`config.mk`:
```
export PLATFORM = sky130hd
export DESIGN_NAME = rsa_decrypt_core
export DESIGN_NICKNAME = d
export VERILOG_FILES = /design/src/rtl/rsa_dec_pkg.sv /design/src/rtl/mod_mul_seq.sv /design/src/rtl/rsa_decrypt_core.sv
export SDC_FILE = /design/constraint.sdc
export NUM_CORES = 1
export LEC_CHECK = 0
export CAP_MARGIN = 15
export CORE_AREA = 5 5 132 134
export CTS_BUF_LIST = sky130_fd_sc_hd__clkbuf_4 sky130_fd_sc_hd__clkbuf_8
export DETAILED_ROUTE_END_ITERATION = 10
export DIE_AREA = 0 0 137 139
export PLACE_DENSITY_LB_ADDON = 0.1
export SYNTH_ARGS = -nofsm -noshare
export SYNTH_HDL_FRONTEND = slang
export SYNTH_SLANG_ARGS = --single-unit
```
`constraint.sdc`:
```
create_clock -name clk -period 14.5 [get_ports clk]
set_input_delay 3.625 -clock clk [delete_from_list [all_inputs] [get_ports clk]]
set_output_delay 3.625 -clock clk [all_outputs]
set_load 0.03 [all_outputs]
```
`src/rtl/rsa_dec_pkg.sv`:
```
// Shared definitions for the RSA decryption core: controller states and default sizing.
package rsa_dec_pkg;

  localparam int WIDTH_DEF  = 16;
  localparam int MUL_CYCLES = WIDTH_DEF + 1;

  typedef enum logic [1:0] {
    ST_IDLE     = 2'd0,
    ST_EXP      = 2'd1,
    ST_WAIT_MUL = 2'd2,
    ST_DONE     = 2'd3
  } state_e;

endpackage

```
`src/rtl/mod_mul_seq.sv`:
```
// Sequential modular multiplier: a*b mod n by MSB-first interleaved shift-add-reduce.
// One load cycle on start, then WIDTH steps; done pulses while product is valid.
module mod_mul_seq #(
  parameter int WIDTH = 16
) (
  input  logic             clk,
  input  logic             rst_n,
  input  logic             start,
  input  logic [WIDTH-1:0] a,
  input  logic [WIDTH-1:0] b,
  input  logic [WIDTH-1:0] n,
  output logic             done,
  output logic [WIDTH-1:0] product
);

  localparam int CW = $clog2(WIDTH + 1);
  localparam int EW = WIDTH + 2;

  logic [WIDTH-1:0] a_r, b_r, n_r, acc_r, acc_nxt_s;
  logic [CW-1:0]    cnt_r;
  logic             run_r, done_r;
  logic [EW-1:0]    n_ext_s, dbl_s, red_s, add_s;

  // one shift-add-reduce step; acc < n and b < n keep each sum below 2n
  always_comb begin
    n_ext_s   = {2'b00, n_r};
    dbl_s     = {1'b0, acc_r, 1'b0};
    red_s     = (dbl_s >= n_ext_s) ? (dbl_s - n_ext_s) : dbl_s;
    add_s     = red_s + (a_r[WIDTH-1] ? {2'b00, b_r} : EW'(0));
    acc_nxt_s = WIDTH'((add_s >= n_ext_s) ? (add_s - n_ext_s) : add_s);
  end

  // operand load, step sequencing and done pulse
  always_ff @(posedge clk or negedge rst_n) begin
    if (!rst_n) begin
      a_r    <= '0;
      b_r    <= '0;
      n_r    <= '0;
      acc_r  <= '0;
      cnt_r  <= '0;
      run_r  <= 1'b0;
      done_r <= 1'b0;
    end else if (start) begin
      a_r    <= a;
      b_r    <= b;
      n_r    <= n;
      acc_r  <= '0;
      cnt_r  <= CW'(WIDTH);
      run_r  <= 1'b1;
      done_r <= 1'b0;
    end else if (run_r) begin
      acc_r  <= acc_nxt_s;
      a_r    <= {a_r[WIDTH-2:0], 1'b0};
      cnt_r  <= cnt_r - CW'(1);
      run_r  <= (cnt_r != CW'(1));
      done_r <= (cnt_r == CW'(1));
    end else begin
      done_r <= 1'b0;
    end
  end

  assign done    = done_r;
  assign product = acc_r;

endmodule

```
`src/rtl/rsa_decrypt_core.sv`:
```
// RSA decryption core: m = c^d mod n by MSB-first square-and-multiply over mod_mul_seq.
// Define RSA_DEC_CONST_TIME_EN for the fixed-latency schedule (all bits, always multiply).
module rsa_decrypt_core
  import rsa_dec_pkg::*;
#(
  parameter int WIDTH = WIDTH_DEF
) (
  input  logic             clk,
  input  logic             rst_n,
  input  logic             key_load,
  input  logic [WIDTH-1:0] key_n,
  input  logic [WIDTH-1:0] key_d,
  output logic             key_ready,
  output logic             key_err,
  input  logic             in_valid,
  output logic             in_ready,
  input  logic [WIDTH-1:0] in_data,
  output logic             out_valid,
  input  logic             out_ready,
  output logic [WIDTH-1:0] out_data,
  output logic             out_err,
  output logic             busy
);

  localparam int RW = $clog2(WIDTH + 1);

  state_e           state_r, state_nxt_s;
  logic [WIDTH-1:0] key_n_r, key_d_r, base_r, result_r, out_data_r;
  logic             key_ready_r, key_err_r, in_ready_r, out_valid_r, out_err_r, busy_r;
  logic             err_r, pos_mul_r, cur_keep_r;
  logic [RW-1:0]    rem_r, rem_nxt_s, lead_cnt_s, rem_init_s;
  logic [WIDTH-1:0] res_init_s, new_res_s, mul_a_s, mul_b_s, mul_prod_s;
  logic             pos_mul_nxt_s, keep_nxt_s, start_s, op_mul_s, finish_s, decide_s, bit_s;
  logic             accept_s, key_wr_s, key_ok_s, key_ready_nxt_s, to_done_s, mul_done_s;

  assign accept_s        = (state_r == ST_IDLE) && in_valid && in_ready_r && !key_load;
  assign key_wr_s        = (state_r == ST_IDLE) && key_load;
  assign key_ok_s        = (key_n >= WIDTH'(2));
  assign key_ready_nxt_s = key_wr_s ? key_ok_s : key_ready_r;
  assign decide_s        = ((state_r == ST_EXP) && !err_r) ||
                           ((state_r == ST_WAIT_MUL) && mul_done_s);
  // rem_r counts exponent bits still to process; the current bit is d[rem_r-1]
  assign bit_s           = |(key_d_r & (WIDTH'(1) << (rem_r - RW'(1))));
  assign new_res_s       = ((state_r == ST_WAIT_MUL) && mul_done_s && cur_keep_r) ? mul_prod_s : result_r;
  assign mul_a_s         = new_res_s;
  assign mul_b_s         = op_mul_s ? base_r : new_res_s;

  // position of the leading one of d, counted from 1 (0 when d == 0)
  always_comb begin
    lead_cnt_s = '0;
    for (int i = 0; i < WIDTH; i++) begin
      lead_cnt_s = key_d_r[i] ? RW'(i + 1) : lead_cnt_s;
    end
  end

  // starting accumulator and bit count for a new ciphertext
  always_comb begin
`ifdef RSA_DEC_CONST_TIME_EN
    res_init_s = WIDTH'(1);
    rem_init_s = RW'(WIDTH);
`else
    if (lead_cnt_s == RW'(0)) begin
      res_init_s = WIDTH'(1);
      rem_init_s = RW'(0);
    end else begin
      res_init_s = in_data;
      rem_init_s = lead_cnt_s - RW'(1);
    end
`endif
  end

  // square/multiply scheduling: choose the next product or finish
  always_comb begin
    rem_nxt_s     = rem_r;
    pos_mul_nxt_s = pos_mul_r;
    keep_nxt_s    = cur_keep_r;
    start_s       = 1'b0;
    op_mul_s      = 1'b0;
    finish_s      = 1'b0;
    if (decide_s) begin
      if (!pos_mul_r) begin
        if (rem_r == RW'(0)) begin
          finish_s = 1'b1;
        end else begin
          start_s    = 1'b1;
          keep_nxt_s = 1'b1;
`ifdef RSA_DEC_CONST_TIME_EN
          pos_mul_nxt_s = 1'b1;
`else
          // a zero bit needs no multiply, so move straight to the next square
          pos_mul_nxt_s = bit_s;
          rem_nxt_s     = bit_s ? rem_r : (rem_r - RW'(1));
`endif
        end
      end else begin
        start_s       = 1'b1;
        op_mul_s      = 1'b1;
        pos_mul_nxt_s = 1'b0;
        rem_nxt_s     = rem_r - RW'(1);
`ifdef RSA_DEC_CONST_TIME_EN
        keep_nxt_s    = bit_s;
`else
        keep_nxt_s    = 1'b1;
`endif
      end
    end else begin
      start_s = 1'b0;
    end
  end

  // controller next state
  always_comb begin
    state_nxt_s = state_r;
    case (state_r)
      ST_IDLE:     state_nxt_s = accept_s ? ST_EXP : ST_IDLE;
      ST_EXP:      state_nxt_s = (err_r || finish_s) ? ST_DONE : ST_WAIT_MUL;
      ST_WAIT_MUL: state_nxt_s = finish_s ? ST_DONE : ST_WAIT_MUL;
      ST_DONE:     state_nxt_s = out_ready ? ST_IDLE : ST_DONE;
      default:     state_nxt_s = ST_IDLE;
    endcase
  end

  assign to_done_s = (state_r != ST_DONE) && (state_nxt_s == ST_DONE);

  // state register with registered busy/in_ready
  always_ff @(posedge clk or negedge rst_n) begin
    if (!rst_n) begin
      state_r    <= ST_IDLE;
      busy_r     <= 1'b0;
      in_ready_r <= 1'b0;
    end else begin
      state_r    <= state_nxt_s;
      busy_r     <= (state_nxt_s != ST_IDLE);
      in_ready_r <= (state_nxt_s == ST_IDLE) && key_ready_nxt_s;
    end
  end

  // key storage; loads only while idle
  always_ff @(posedge clk or negedge rst_n) begin
    if (!rst_n) begin
      key_n_r     <= '0;
      key_d_r     <= '0;
      key_ready_r <= 1'b0;
      key_err_r   <= 1'b0;
    end else if (key_wr_s && key_ok_s) begin
      key_n_r     <= key_n;
      key_d_r     <= key_d;
      key_ready_r <= 1'b1;
      key_err_r   <= 1'b0;
    end else if (key_wr_s) begin
      key_ready_r <= 1'b0;
      key_err_r   <= 1'b1;
    end else begin
      key_ready_r <= key_ready_r;
    end
  end

  // exponentiation datapath registers
  always_ff @(posedge clk or negedge rst_n) begin
    if (!rst_n) begin
      base_r     <= '0;
      err_r      <= 1'b0;
      result_r   <= '0;
      rem_r      <= '0;
      pos_mul_r  <= 1'b0;
      cur_keep_r <= 1'b0;
    end else if (accept_s) begin
      base_r     <= in_data;
      err_r      <= (in_data >= key_n_r);
      result_r   <= res_init_s;
      rem_r      <= rem_init_s;
      pos_mul_r  <= 1'b0;
      cur_keep_r <= 1'b0;
    end else if (decide_s) begin
      result_r   <= new_res_s;
      rem_r      <= rem_nxt_s;
      pos_mul_r  <= pos_mul_nxt_s;
      cur_keep_r <= keep_nxt_s;
    end else begin
      result_r   <= result_r;
    end
  end

  // result presentation, held until the consumer takes it
  always_ff @(posedge clk or negedge rst_n) begin
    if (!rst_n) begin
      out_valid_r <= 1'b0;
      out_data_r  <= '0;
      out_err_r   <= 1'b0;
    end else if (to_done_s) begin
      out_valid_r <= 1'b1;
      out_data_r  <= err_r ? WIDTH'(0) : new_res_s;
      out_err_r   <= err_r;
    end else if ((state_r == ST_DONE) && out_ready) begin
      out_valid_r <= 1'b0;
      out_data_r  <= '0;
      out_err_r   <= 1'b0;
    end else begin
      out_valid_r <= out_valid_r;
    end
  end

  mod_mul_seq #(.WIDTH(WIDTH)) u_mul (
    .clk     (clk),
    .rst_n   (rst_n),
    .start   (start_s),
    .a       (mul_a_s),
    .b       (mul_b_s),
    .n       (key_n_r),
    .done    (mul_done_s),
    .product (mul_prod_s)
  );

  assign key_ready = key_ready_r;
  assign key_err   = key_err_r;
  assign in_ready  = in_ready_r;
  assign out_valid = out_valid_r;
  assign out_data  = out_data_r;
  assign out_err   = out_err_r;
  assign busy      = busy_r;

endmodule

```
== Word-level counts from Yosys, hierarchy flattened ==
Cells that the tools add are included.

* Flip-flop bits (word level): 167
* Output and inout port bits: 22

* Add/subtract/negate cells: 6
* Order comparisons: 4
* Equality and inequality tests: 9
* Shift-type cells: 1
* Muxes and demuxes: 72
* Bitwise operators: 1
* Reduce and logical (&&, ||, !) cells: 27

{| class="wikitable"
|+ Operator list
! kind !! number
|-
| $mux 16 || 14
|-
| $mux 5 || 9
|-
| $mux 1 || 32
|-
| $mux 4 || 8
|-
| $add 18x16->18 || 1
|-
| $ge 18x16->1 || 1
|-
| $mux 18 || 1
|-
| $sub 17x16->18 || 1
|-
| $ge 17x16->1 || 1
|-
| $and 16x16->16 || 1
|-
| $ge 16x16->1 || 1
|-
| $ge 16x2->1 const B || 1
|-
| $reduce_or 16->1 || 1
|-
| $shl 1x5->16 const A || 1
|-
| $sub 16x16->16 || 1
|-
| $sub 5x1->5 const B || 3
|-
| $mux 3 || 4
|-
| $logic_and 1x1->1 || 11
|-
| $logic_not 5->1 || 2
|-
| $reduce_bool 2->1 || 5
|-
| $pmux 2 s4 || 1
|-
| $eq 2x2->1 const B || 3
|-
| $mux 2 || 3
|-
| $eq 5x1->1 const B || 1
|-
| 10 further kinds || 13
|}

== Longest topological paths before layout ==
Gate-level depths: netlist of the first run.

* Depth after elaboration: 19
* Mapped depth: 33

== By module ==
Synthesis of the first run repeated with hierarchy kept, for this count alone.

* Cell total of the unflattened synthesis: 1159
* Area, all modules: 10715.3 um^2

{| class="wikitable"
|+ Modules (own cells, without submodules)
! module !! instances !! cells an instance !! area each (um^2)
|-
| mod_mul_seq || 1 || 651 || 5781.8
|-
| rsa_decrypt_core || 1 || 508 || 4933.5
|}

== Least setup slack after synthesis of the first run ==
Ideal clock, no wire load.

* Path type: register to register
* From: reg u_mul.acc_r[0] (netlist: u_mul.product[0])
* To: reg u_mul.acc_r[14] (netlist: u_mul.product[14])
* Setup time: 137 ps
* Arrival: 6633 ps
* Data required time: 14363 ps
* Setup slack: 7730 ps
* Cell stages (with the launch flop): 32
* Path buffers: 5
* Clock period less this slack: 6770 ps
* Path through: dfrtp_1 fa_1 a21o_1 a311o_2 a2111oi_2 o41a_2 o21a_2 clkbuf_1 clkbuf_1 nor2_1 ha_1 inv_1 fa_1 nor2b_1 o31a_1 o41ai_1 inv_1 a21oi_1 o21bai_1 a21oi_1 xnor2_1 ha_1 clkbuf_1 o31ai_1 a211oi_1 o311a_1 or3_1 o21ai_2 buf_6 buf_8 mux2i_1 a21oi_1

* Longest elaborated chain between the ends: 7
* Elaborated cells on any way between the ends: 9
* Classes of those cells: add/sub (3); order compare (2); mux (4)

{| class="wikitable"
|+ Ends and longest elaborated chain
! what !! line !! text
|-
| start: declaration || mod_mul_seq.sv:19 || <nowiki>logic [WIDTH-1:0] a_r, b_r, n_r, acc_r, acc_nxt_s;</nowiki>
|-
| start signal: assignment || mod_mul_seq.sv:52 || <nowiki>acc_r <= acc_nxt_s;</nowiki>
|-
| $sub 17x16->18 or $ge 17x16->1 (tied branches) || mod_mul_seq.sv:28 || <nowiki>red_s = (dbl_s >= n_ext_s) ? (dbl_s - n_ext_s) : dbl_s;</nowiki>
|-
| $mux 18 (*) || mod_mul_seq.sv:28 ||
|-
| $add 18x16->18 (*) || mod_mul_seq.sv:29 || <nowiki>add_s = red_s + (a_r[WIDTH-1] ? {2'b00, b_r} : EW'(0));</nowiki>
|-
| $sub 16x16->16 or $ge 18x16->1 (tied branches) || mod_mul_seq.sv:30 || <nowiki>acc_nxt_s = WIDTH'((add_s >= n_ext_s) ? (add_s - n_ext_s) : add_s);</nowiki>
|-
| $mux 16 (*) || mod_mul_seq.sv:30 ||
|-
| $mux 16 (*) || mod_mul_seq.sv:51 || <nowiki>end else if (run_r) begin</nowiki>
|-
| $mux 16 (*) || mod_mul_seq.sv:43 || <nowiki>end else if (start) begin</nowiki>
|}

Mark *: on every way between the ends. The rest lies on a longest branch, timed or not. The select of a mux whose other input is x is not followed.
A chain may end at the register's enable or synchronous reset.

== Worst setup path after layout of the first run ==
* From: reg u_mul.n_r[0]
* To: reg u_mul.acc_r[1] (netlist: u_mul.product[1])

* Longest elaborated chain between the ends: 7
* Elaborated cells on any way between the ends: 9
* Classes of those cells: add/sub (3); order compare (2); mux (4)

{| class="wikitable"
|+ Ends and longest elaborated chain
! what !! line !! text
|-
| start: declaration || mod_mul_seq.sv:19 ||
|-
| start signal: assignment || mod_mul_seq.sv:46 || <nowiki>n_r <= n;</nowiki>
|-
| $sub 17x16->18 or $ge 17x16->1 (tied branches) || mod_mul_seq.sv:28 ||
|-
| $mux 18 || mod_mul_seq.sv:28 ||
|-
| $add 18x16->18 || mod_mul_seq.sv:29 ||
|-
| $sub 16x16->16 or $ge 18x16->1 (tied branches) || mod_mul_seq.sv:30 ||
|-
| $mux 16 (*) || mod_mul_seq.sv:30 ||
|-
| $mux 16 (*) || mod_mul_seq.sv:51 ||
|-
| $mux 16 (*) || mod_mul_seq.sv:43 ||
|}

Marks and branches as above.

==> results.json, run 1 <==
{
  "status": "completed",
  "grt_use_met2": 0.446,
  "cts-root-buf": "clkbuf_8",
  "gr-total-overflow": 0,
  "syn_to_final_growth_pct": 11.9,
  "finish.utilization": 0.710,
  "synth_edf_count": 0,
  "setup_violations": 0,
  "grt_max_degree": 99,
  "io_buffer_count": 74,
  "grt_util_met1": 0.392,
  "yosysSeqAreaShare": 0.408,
  "arrival_ns": 8.34,
  "synth_compound_area_frac": 0.198,
  "skew_ns": 0.0124,
  "path_common_cell": "a211oi_1",
  "netlist-cell-type-count": 68,
  "synth_top_family_by_area": "compound AO/OA/AOI/OAI gates",
  "switching_share": 0.253,
  "tritoncts": "done",
  "pwr-share-comb": 0.038,
  "cp_slowest_cell": "o21ai_2",
  "mostFrequentLayoutCell": "dfrtp_1",
  "antenna_found_initial": 0,
  "clockPowerShare": 0.386,
  "p_leak_uw": 0.00536,
  "peakVddDrop_mv": 0.0805,
  "synth_fa_ha_area_frac": 0.0937,
  "via_count": 8493,
  "postRouteAntennaNets": 0,
  "dp_hpwl_um": 19900,
  "initial_core_util": 0.634,
  "syn_area_um2": 10300,
  "postCtsHoldBufs": 0,
  "synth_seq_cells": 167,
  "ys.flop_type": "dfrtp_1",
  "final_cell_mix": "dfrtp_1, nand2_1, o21ai_0",
  "num_io_pins": 75,
  "clock_latency_ns": 0.46,
  "setup_tns_ns": 0,
  "nNetsFinal": 1299,
  "p_per_area_nw_per_um2": 70.4,
  "globalplace.congestion": 0.991,
  "slew_viol_final": 0,
  "max_stage_delay_ns": 0.92,
  "end_kind": "register",
  "critical-path-top-delay-family": "compound AO/OA/AOI/OAI gates",
  "synthArstFlopShare": 1.00,
  "max_freq_ghz": 0.125,
  "crit_buf_inv": 1,
  "synth_simple_gate_area_share": 0.153,
  "dpl-instance-area_um2": 11100,
  "drt_iter0_markers": 568,
  "synth.avg_cell_area_um2": 9.13,
  "fp.dieH_um": 139,
  "die_w_um": 137,
  "worstMarginPinSlew_ns": 1.21,
  "crit_fanout": 32,
  "synthXorXnorAreaFrac": 0.0367,
  "period_needed_ns": 7.99,
  "post_cts_resized": 0,
  "cts_setup_buffers": 0,
  "dr.pass1.iters": 5,
  "fillers": 1329,
  "hold_viol_final": 0,
  "cp_data_required_time_ns": 14.85,
  "vias_per_cell": 6.05,
  "route.detailed.drc": 0,
  "antenna_cells": 0,
  "path_class": "register to register",
  "seqPwrFrac": 0.576,
  "clk_path_buf_depth": 2,
  "grt_pass1_vias": 8292,
  "r2r_slack_ns": 6.51,
  "placementRows": 47,
  "die_area_um2": 19000,
  "wl_um": 26600,
  "cp-start-kind": "register",
  "syn_nets": 1251,
  "cts_buffers": 17,
  "clkTransAtPathRegs_ns": 0.09,
  "hold_path.class": "register to register",
  "synth_mux_area_frac": 0.0696,
  "finalCritPeriodShare": 0.551,
  "synth_cells": 1123,
  "fin_area_um2": 11500,
  "grt_usage": 0.286,
  "yosys_warnings": 0,
  "rsz0062_at_grt": "false",
  "max-cap-violations": 0,
  "cts.sinks": 167,
  "wl_per_cell_um": 18.9,
  "layout-drive-gt1-share": 0.0785,
  "htreeDepth": 4,
  "power_switching_uw": 204,
  "grt_busiest_layer": "met2",
  "use_met3": 0.0468,
  "core_um2": 16200,
  "internal_power_uw": 603,
  "relSlewSlack": 0.194,
  "grt_pass1_wl_um": 43100
}
-- registers in the layout, summed over array words and instances, names as in the netlist, 2 cells and up --
register       count
state_r            2
base_r            16
key_n_r           16
u_mul.b_r         16
u_mul.cnt_r        5
result_r          16
u_mul.product     16
rem_r              5
out_data          16
u_mul.n_r         16
key_d_r           16
u_mul.a_r         16
-- cells by family (layout without fill, tap and decap cells) --
family / count (synthesis) / after routing
AOI/OAI and AO/OA: 330 / 330
xor gates and xnor gates: 43 / 43
adders and majority gates: 75 / 75
buffers and inverters: 107 / 168
DFF: 167 / 167
muxes: 67 / 67
and+or+nand+nor: 334 / 334
-- routing by layer --
metal / part of all wire / vias to the layer above
met3: 0.049 / 63
li1: - / 4088
met2: 0.47 / 255
met4: 0.046 / 0
met1: 0.43 / 4087
met5: 0 / -
-- cells in the mapped netlist (all sizes together), types with 7 or more instances --
library cell,number,share of area
dfrtp,167,0.41
nand2,143,0.052
o21ai,100,0.049
a21oi,93,0.046
ha,72,0.088
nor2,61,0.022
inv,55,0.020
clkbuf,46,0.017
mux2,34,0.037
mux2i,33,0.032
xnor2,27,0.023
a21o,26,0.019
nor2b,24,0.015
a211oi,23,0.017
nor3,21,0.010
o22ai,18,0.011
and2,17,0.010
xor2,16,0.014
nand2b,10,0.0061
nand3,10,0.0049
nor4,10,0.0061
o21a,9,0.0067
a31oi,8,0.0049
nand4,8,0.0049
or2,8,0.0049
o31ai,7,0.0051
-- final timing paths --
| kind | startpoint | endpoint | cells past startpoint |
|---|---|---|---|
| worst max-delay path | u_mul.n_r[0] | u_mul.product[1] | 26 |
| worst min-delay path | u_mul.b_r[11] | u_mul.b_r[11] | 2 |
| worst max register to register | u_mul.n_r[0] | u_mul.product[1] | 26 |
| worst min register to register | u_mul.b_r[11] | u_mul.b_r[11] | 2 |
| max in group asynchronous | rst_n | u_mul.run_r | 2 |
| min in group asynchronous | rst_n | out_err | 1 |
-- per-stage QoR --
stage | setup WS, ns | hold WS [ns] | power (µW) | instances
after floorplan | 7.73 | 0.442 | 479 | 1123
after global placement | 6.78 | 0.453 | 506 | 1371
after detailed placement | 6.63 | 0.463 | 506 | 1371
after CTS | 6.57 | 0.485 | 813 | 1403
after global routing | 5.94 | 0.503 | 837 | 1404
final | 6.51 | 0.482 | 808 | 1404
-- cell type report --
type	instances	area [µm²]	area share
Timing Repair Buffer	81	795	0.0692
Tap cell	220	275	0.0240
Clock inverter	15	120	0.0105
Inverter	55	206	0.0180
Multi-Input combinational cell	849	5660	0.494
Clock buffer	17	234	0.0204
Sequential cell	167	4180	0.364
-- worst min-delay path, stage by stage, from the launching register on --
cell,delay [ns]
dfrtp_1,0.35
nand2_1,0.05
o21ai_0,0.06
-- power by group through the flow --
stage / sequential (µW) / combinational (µW) / clock [µW]
after detailed placement: 475 / 31.6 / 0
after global placement: 475 / 31.3 / 0
after global routing: 465 / 34.7 / 336
after CTS: 465 / 31.7 / 316
final: 465 / 31.0 / 311
after floorplan: 475 / 3.94 / 0
(Power assumes the default switching activity.)
==> run 2: changes to the inputs <==
--- a/config.mk
+++ b/config.mk
@@ -6,10 +6,10 @@
 export NUM_CORES = 1
 export LEC_CHECK = 0
 export CAP_MARGIN = 15
-export CORE_AREA = 5 5 132 134
+export CORE_AREA = 5 5 136 138
 export CTS_BUF_LIST = sky130_fd_sc_hd__clkbuf_4 sky130_fd_sc_hd__clkbuf_8
 export DETAILED_ROUTE_END_ITERATION = 10
-export DIE_AREA = 0 0 137 139
+export DIE_AREA = 0 0 141 143
 export PLACE_DENSITY_LB_ADDON = 0.1
 export SYNTH_ARGS = -nofsm -noshare
 export SYNTH_HDL_FRONTEND = slang
==> constraint.sdc (replaced) <==
create_clock -name clk -period 8.3 [get_ports clk]
set_input_delay 2.075 -clock clk [delete_from_list [all_inputs] [get_ports clk]]
set_output_delay 2.075 -clock clk [all_outputs]
set_load 0.03 [all_outputs]
==> results.json, run 2 (synthesis gave the netlist of run 1 again) <==
{
  "cts.sinks": 167,
  "setup_tns_ns": 0,
  "max_freq_ghz": 0.132,
  "via_count": 8404,
  "grt_usage": 0.266,
  "clk_path_buf_depth": 2,
  "power_switching_uw": 339,
  "initial_core_util": 0.601,
  "tritoncts": "done",
  "total_power_uw": 1430,
  "gr-total-overflow": 0,
  "grt_pass1_wl_um": 42700,
  "post_cts_resized": 0,
  "skew_ns": 0.0169,
  "fillers": 1425,
  "internal_power_uw": 1090,
  "worstSetupEndpoint": "u_mul.product[1]",
  "fin_area_um2": 11500,
  "relSlewSlack": 0.257,
  "finalCritPeriodShare": 0.914,
  "mostFrequentLayoutCell": "dfrtp_1",
  "switching_share": 0.237,
  "critical_path.startpoint": "u_mul.product[0]",
  "hold_viol_final": 0,
  "fin_hold_ws_ns": 0.476,
  "postRouteAntennaNets": 0,
  "pwr-share-comb": 0.038,
  "clkTransAtPathRegs_ns": 0.09,
  "dp_hpwl_um": 19400,
  "hold_path.class": "register to register",
  "dpl-instance-area_um2": 11200,
  "layout-drive-gt1-share": 0.0809,
  "arrival_ns": 7.94,
  "cts_setup_buffers": 0,
  "cts-root-buf": "clkbuf_8",
  "crit_fanout": 18,
  "max-cap-violations": 0,
  "wl_per_cell_um": 18.3,
  "wl_um": 25800,
  "core_um2": 17100,
  "seqPwrFrac": 0.569,
  "antenna_found_initial": 0,
  "vias_per_cell": 5.95,
  "die_w_um": 141,
  "end_kind": "register",
  "grt_pass1_vias": 8085,
  "antenna_cells": 0,
  "dr.pass1.iters": 5,
  "finish.utilization": 0.677,
  "placementRows": 48,
  "route.detailed.drc": 0,
  "globalplace.congestion": 0.922,
  "htreeDepth": 4,
  "peakVddDrop_mv": 0.0885,
  "nNetsFinal": 1303,
  "final_cell_mix": "dfrtp_1, nand2_1, o21ai_0",
  "die_area_um2": 20200,
  "status": "completed",
  "fp.dieH_um": 143,
  "num_io_pins": 75,
  "postCtsHoldBufs": 0,
  "r2r_slack_ns": 0.71,
  "slew_viol_final": 0,
  "p_leak_uw": 0.00538,
  "syn_to_final_growth_pct": 12.6,
  "rr_endpoint": "u_mul.product[1]",
  "r2r-start": "u_mul.product[0]",
  "p_per_area_nw_per_um2": 124,
  "cp-start-kind": "register",
  "grt_max_degree": 86,
  "clockPowerShare": 0.394,
  "setup_violations": 0,
  "rsz0062_at_grt": "false",
  "period_needed_ns": 7.59,
  "cp_data_required_time_ns": 8.65,
  "worstMarginPinSlew_ns": 1.11,
  "reg2reg_depth": 26,
  "cts_buffers": 17,
  "clock_latency_ns": 0.47,
  "drt_iter0_markers": 515,
  "path_class": "register to register",
  "io_buffer_count": 74
}
[run 2: layout make-up]
type                    instances  area, µm²  share of cell area
well taps                     225        282              0.0244
repair buffers                 85        837              0.0725
flip-flops and latches        167       4180               0.362
inverters                      55        206              0.0179
clock buffers                  19        255              0.0221
clock inverters                12        118              0.0102
multi-input cells             849       5660               0.491
[run 2: power groups by stage]
stage          clock network (µW)  registers, µW  logic [µW]
4_1_cts                       576            813        55.2
2_1_floorplan                   0            829        6.88
3_5_place_dp                    0            829        55.0
5_1_grt                       611            813        60.6
3_3_place_gp                    0            829        54.5
6_report                      562            813        53.7
[run 2: how the worst min path moves through the flow]
stage                        startpoint       endpoint  slack [ns]  cells past startpoint
after floorplan            u_mul.b_r[0]   u_mul.b_r[0]        0.44                      2
after global placement     u_mul.b_r[3]   u_mul.b_r[3]        0.46                      2
after detailed placement  u_mul.b_r[13]  u_mul.b_r[13]        0.46                      2
after CTS                 u_mul.b_r[13]  u_mul.b_r[13]        0.48                      2
after global routing         base_r[10]     base_r[10]        0.51                      2
final                     u_mul.b_r[13]  u_mul.b_r[13]        0.48                      2
[run 2: through the flow]
stage	instances	setup slack, ns
floorplan	1123	1.53
global placement	1380	1.01
detailed placement	1380	0.846
CTS	1411	0.797
global route	1412	0.250
finish	1412	0.712
[run 2: metal layers]
layer,GRT usage,share of wire,up-vias
li1,-,-,4120
met1,0.365,0.45,3990
met2,0.428,0.47,241
met3,0.0375,0.043,53
met4,0.108,0.035,0
met5,0,0,-
[run 2: critical path, cell delays in order (launching register included)]
cell and delay [ns]:
dfrtp_1 0.45, fa_1 0.50, a21o_1 0.23, a311o_2 0.42, a2111oi_2 0.39, o41a_2 0.23, o21a_2 0.31, mux2_2 0.39
ha_1 0.29, a211oi_1 0.36, nor2_1 0.12, o21a_1 0.18, nor2_1 0.15, o21bai_1 0.08, a21oi_1 0.17, xnor2_1 0.18
ha_1 0.35, nand4_1 0.16, a211oi_1 0.09, o41ai_2 0.41, a211oi_1 0.13, o311a_1 0.38, or3_1 0.39, o21ai_2 0.47
buf_12 0.23, nor4_1 0.05, a311o_1 0.34
